### src/rtl/dice_encoder.sv
// dice_encoder: converts a 7-LED dice display pattern into its face value.
// A pattern must be held for STABLE_CYC consecutive valid samples before it is
// offered on a valid/ready output; the same pattern is never offered twice in a
// row without an intervening change. Illegal patterns produce NUM=7, ERR=1 and
// are tallied in a saturating error counter when transferred.
module dice_encoder #(
    parameter int STABLE_CYC = 4
) (
    input  logic       CLK,
    input  logic       RST_N,
    input  logic [6:0] LED,
    input  logic       LED_VLD,
    output logic [2:0] NUM,
    output logic       NUM_VLD,
    input  logic       NUM_RDY,
    output logic       ERR,
    output logic [7:0] ERR_CNT
);

    typedef enum logic [1:0] {
        IDLE     = 2'd0,
        SETTLE   = 2'd1,
        OUT      = 2'd2,
        WAIT_CHG = 2'd3
    } state_t;

    localparam logic [3:0] STABLE_C = 4'(STABLE_CYC);

    state_t     state;
    state_t     state_nxt;
    logic [6:0] pat;
    logic [6:0] pat_nxt;
    logic [3:0] cnt;
    logic [3:0] cnt_nxt;
    logic [3:0] cnt_inc;
    logic [2:0] num_nxt;
    logic       err_nxt;
    logic [7:0] err_cnt_nxt;

    // Map a display pattern to {err, num}; anything off the table is an error.
    function automatic logic [3:0] encode(input logic [6:0] p);
        logic [3:0] r;
        case (p)
            7'b0000000: r = {1'b0, 3'd0};
            7'b0001000: r = {1'b0, 3'd1};
            7'b0100010: r = {1'b0, 3'd2};
            7'b0101010: r = {1'b0, 3'd3};
            7'b1100011: r = {1'b0, 3'd4};
            7'b1101011: r = {1'b0, 3'd5};
            7'b1110111: r = {1'b0, 3'd6};
            default:    r = {1'b1, 3'd7};
        endcase
        return r;
    endfunction

    // Increment that sticks at the top of the range instead of wrapping.
    function automatic logic [7:0] sat_inc(input logic [7:0] v);
        return (v == 8'hFF) ? v : v + 8'd1;
    endfunction

    assign cnt_inc = cnt + 4'd1;

    // Next-state, pattern/counter updates and result capture on entry to OUT.
    always_comb begin
        state_nxt   = state;
        pat_nxt     = pat;
        cnt_nxt     = cnt;
        num_nxt     = NUM;
        err_nxt     = ERR;
        err_cnt_nxt = ERR_CNT;
        case (state)
            IDLE: begin
                if (LED_VLD) begin
                    pat_nxt   = LED;
                    cnt_nxt   = 4'd1;
                    state_nxt = (STABLE_C == 4'd1) ? OUT : SETTLE;
                end
            end
            SETTLE: begin
                if (!LED_VLD) begin
                    cnt_nxt   = 4'd0;
                    state_nxt = IDLE;
                end else if (LED == pat) begin
                    cnt_nxt = cnt_inc;
                    if (cnt_inc >= STABLE_C) begin
                        state_nxt = OUT;
                    end
                end else begin
                    // A different pattern restarts the stability window.
                    pat_nxt   = LED;
                    cnt_nxt   = 4'd1;
                    state_nxt = (STABLE_C == 4'd1) ? OUT : SETTLE;
                end
            end
            OUT: begin
                // Inputs are ignored while the result is being offered.
                if (NUM_RDY) begin
                    state_nxt = WAIT_CHG;
                    if (ERR) begin
                        err_cnt_nxt = sat_inc(ERR_CNT);
                    end
                end
            end
            WAIT_CHG: begin
                if (!LED_VLD) begin
                    cnt_nxt   = 4'd0;
                    state_nxt = IDLE;
                end else if (LED != pat) begin
                    pat_nxt   = LED;
                    cnt_nxt   = 4'd1;
                    state_nxt = (STABLE_C == 4'd1) ? OUT : SETTLE;
                end
            end
            default: begin
                state_nxt = IDLE;
            end
        endcase
        // The result is frozen at OUT entry from the pattern being committed.
        if ((state != OUT) && (state_nxt == OUT)) begin
            {err_nxt, num_nxt} = encode(pat_nxt);
        end
    end

    // State, pattern, counters and registered outputs; reset clears everything.
    always_ff @(posedge CLK or negedge RST_N) begin
        if (!RST_N) begin
            state   <= IDLE;
            pat     <= 7'd0;
            cnt     <= 4'd0;
            NUM     <= 3'd0;
            ERR     <= 1'b0;
            NUM_VLD <= 1'b0;
            ERR_CNT <= 8'd0;
        end else begin
            state   <= state_nxt;
            pat     <= pat_nxt;
            cnt     <= cnt_nxt;
            NUM     <= num_nxt;
            ERR     <= err_nxt;
            NUM_VLD <= (state_nxt == OUT);
            ERR_CNT <= err_cnt_nxt;
        end
    end

endmodule
### config.mk
export PLATFORM = sky130hd
export DESIGN_NAME = dice_encoder
export DESIGN_NICKNAME = d
export VERILOG_FILES = /design/src/rtl/dice_encoder.sv
export SDC_FILE = /design/constraint.sdc
export NUM_CORES = 1
export LEC_CHECK = 0
export ABC_CLOCK_PERIOD_IN_PS = 3600
export BUFFER_PORTS_ARGS = -buffer_cell sky130_fd_sc_hd__clkbuf_2
export CAP_MARGIN = 20
export CORE_ASPECT_RATIO = 1.1
export CORE_MARGIN = 4
export CORE_UTILIZATION = 55
export DETAILED_ROUTE_END_ITERATION = 8
export GPL_TIMING_DRIVEN = 0
export PLACE_DENSITY_LB_ADDON = 0.08
export SYNTH_ARGS = -nofsm -noshare
export SYNTH_HDL_FRONTEND = slang
export SYNTH_SLANG_ARGS = --single-unit
export TNS_END_PERCENT = 20
### constraint.sdc
create_clock -name CLK -period 3.6 [get_ports CLK]
set_input_delay 0.18 -clock CLK [delete_from_list [all_inputs] [get_ports CLK]]
set_output_delay 0.18 -clock CLK [all_outputs]
set_load 0.02 [all_outputs]
==> results.cfg <==
[floorplanning]
die-width_um = 58.83
die_h_um = 63.91
core-area_um2 = 2753
std_cell_rows = 20
pin_count = 24
start_util = 0.5677
die-area_um2 = 3759

[timing]
fin_crit_ps = 2185
setup_viol = 0
tns_ps = 0
slew_violations = 0
slew_headroom = 0.5747
tightest_slew_ps = 638.0
fin_crit_sh = 0.6068
grt_setup_unrepaired = false
timing.fmax_mhz = 457.8
layout_setup_ws_ps = 1415
hold_viol = 0
skew_ps = 14.18

[outcome]
outcome = completed

[clock_tree]
htree_levels = 1
clock-sinks = 26
cts.repair.resized = 0
postCtsSetupBuffers = 0
cts_made_buffers = 3
insertion_delay_ps = 320
cts_root_buf = clkbuf_4
cts.clk_slew.worst_paths_ps = 150
cts_buffer_depth = 2
cts_tree = built

[routing]
ant_nets = 0
wl_per_cell_um = 15.16
dr.pass1.iters = 5
drt_iter0_drc = 38
vias = 1337
drt-total-wl_mm = 3.365
vias_per_cell = 6.023
drcViolationCount = 0

[placed_design]
place_area_um2 = 1719
post-place-ws_ps = 1472
globalplace.congestion = 0.9121
place_hpwl_mm = 2.556
port_buffers = 23

[worst_setup_path]
worstSetupEndpointType = flop
arrival_ps = 2440
cp_max_fo = 6
worstPathRequired_ps = 3850
critPathLaunchType = flop
path_class = flop to flop

[grt]
antenna_found_initial = 0
grt_max_degree = 27
grt_remaining_overflow = 0
grt_pass1_vias = 1291
gr-usage-all-layers = 0.2025
grt_pass1_wl_mm = 5.989

[yosys]
yosys-top-cells-area = dfrtp_1, xor2_1, mux2_2, nand2_1, o21ai_0
ys.flop_type = dfrtp_1
synth_most_common_cell = dfrtp_1
syn_area_per_cell_um2 = 9.647
synth_top_cells_by_count = dfrtp_1, nand2_1, o21ai_0, xor2_1, nor2_1
seq_area_frac_synth = 0.4163
synth_cell_types = 39
synth_top_area_cell = dfrtp_1
synth_area_um2 = 1563
synth_nets = 175
async_flop_share = 1.000
ys_seq_elements = 26
synth_cells = 162
synth_edf_count = 0
yosys_warnings = 0
synth_top_area_frac = 0.4163

[power]
powerDensity_nw_per_um2 = 306.0
cellLeakagePower_nw = 0.7902
worst_ir_drop_vdd_mv = 0.2180

[hold_path]
hold_path_class = input port to flop

[cells_and_area]
final_area_um2 = 1752
final_nets = 204
antenna_cells = 0
fin_util = 0.6364
syn2layout_area_growth_pct = 12.09
drive_gt1_frac = 0.2275
n_fill_cell = 248

[flow_run]
max-cap-violations = 0
==> metal layers <==
metal / part of all wire / GRT usage
met1: 0.48 / 0.2916
met3: 0.042 / 0.03030
met2: 0.47 / 0.3080
met4: 0.014 / 0.06799
met5: 0 / 0
==> path summary, 6_finish.rpt <==
kind | from | to | slack [ps] | depth (start not counted)
min reg2reg | ERR_CNT[4]$_DFFE_PN0P_ | ERR_CNT[4]$_DFFE_PN0P_ | 490 | 1
max reg2reg | pat[4]$_DFF_PN0_ | ERR$_DFFE_PN0P_ | 1420 | 6
min in group asynchronous | RST_N | cnt[0]$_DFFE_PN0P_ | 390 | 2
min | LED[6] | pat[6]$_DFF_PN0_ | 130 | 2
max | pat[4]$_DFF_PN0_ | ERR$_DFFE_PN0P_ | 1420 | 6
max in group asynchronous | RST_N | ERR_CNT[7]$_DFFE_PN0P_ | 2790 | 2
==> sequential cells by signal, indices dropped and copies added (netlist names) <==
signal	flops
pat	7
cnt	4
ERR_CNT	8
NUM_VLD	1
ERR	1
NUM	3
state	2
==> where the power goes <==
| group | leakage (nW) | switching [mW] | internal [mW] |
|---|---|---|---|
| logic | 0.438 | 0.0568 | 0.0355 |
| clock network | 0.0138 | 0.0863 | 0.0392 |
| registers | 0.338 | 0.0155 | 0.303 |
==> timing repair <==
item	4_1_cts	5_1_grt
hold buffers	1	0
endpoints found under the setup margin	0	0
hold endpoints to repair	26	0
==> cells in the final DEF, fill, tap and decap left out, drive strengths merged, types with 3 or more instances in the layout <==
cell / synthesis / routed
nor4: 6 / 6
clkbuf: 2 / 28
a31oi: 4 / 4
nor3: 5 / 5
nand2: 17 / 17
xnor2: 5 / 5
o21ai: 13 / 13
xor2: 11 / 11
mux2: 8 / 8
dfrtp: 26 / 26
and3: 5 / 5
nor2: 9 / 9
nand3: 6 / 6
inv: 4 / 4
nand4: 3 / 3
or4: 4 / 4
nand3b: 3 / 3
a21oi: 7 / 7
o211ai: 5 / 5
==> metrics by stage <==
step / instances / hold slack, ps / total power, mW
after global placement: 218 / 225.2 / 0.4123
after CTS: 222 / 115.7 / 0.5404
after floorplan: 162 / -115.6 / 0.3829
after detailed placement: 218 / 232.3 / 0.4148
final: 222 / 133.1 / 0.5360
after global routing: 222 / 132.5 / 0.5640
==> critical path, stage by stage (launching register included) <==
cell and delay, ps:
dfrtp_1 450, xor2_1 190, nor3_1 550, nand3_1 190
nor4_2 350, a21bo_1 280, o21ai_1 80
==> kinds of logic (layout without fill, tap and decap cells) <==
logic type	Yosys count	count (layout)	share of synthesized area
AO/OA/AOI/OAI	39	39	0.1665
XOR/XNOR	16	16	0.08967
multiplexers	10	10	0.07046
flip-flops	26	26	0.4163
AND/OR/NAND/NOR	62	62	0.2218
adder cells (fa/ha/maj)	2	2	0.01601
buffers and inverters	7	34	0.01922
==> area by class of cell <==
type / count / area (um2) / share of cell area
Multi-Input combinational cell: 129 / 882.1 / 0.5036
Sequential cell: 26 / 650.6 / 0.3714
Timing Repair Buffer: 24 / 125.1 / 0.07143
Tap cell: 33 / 41.29 / 0.02357
Clock buffer: 3 / 22.52 / 0.01286
Buffer: 3 / 15.01 / 0.008571
Inverter: 4 / 15.01 / 0.008571
Note: power is estimated with default switching activity, not from simulation.
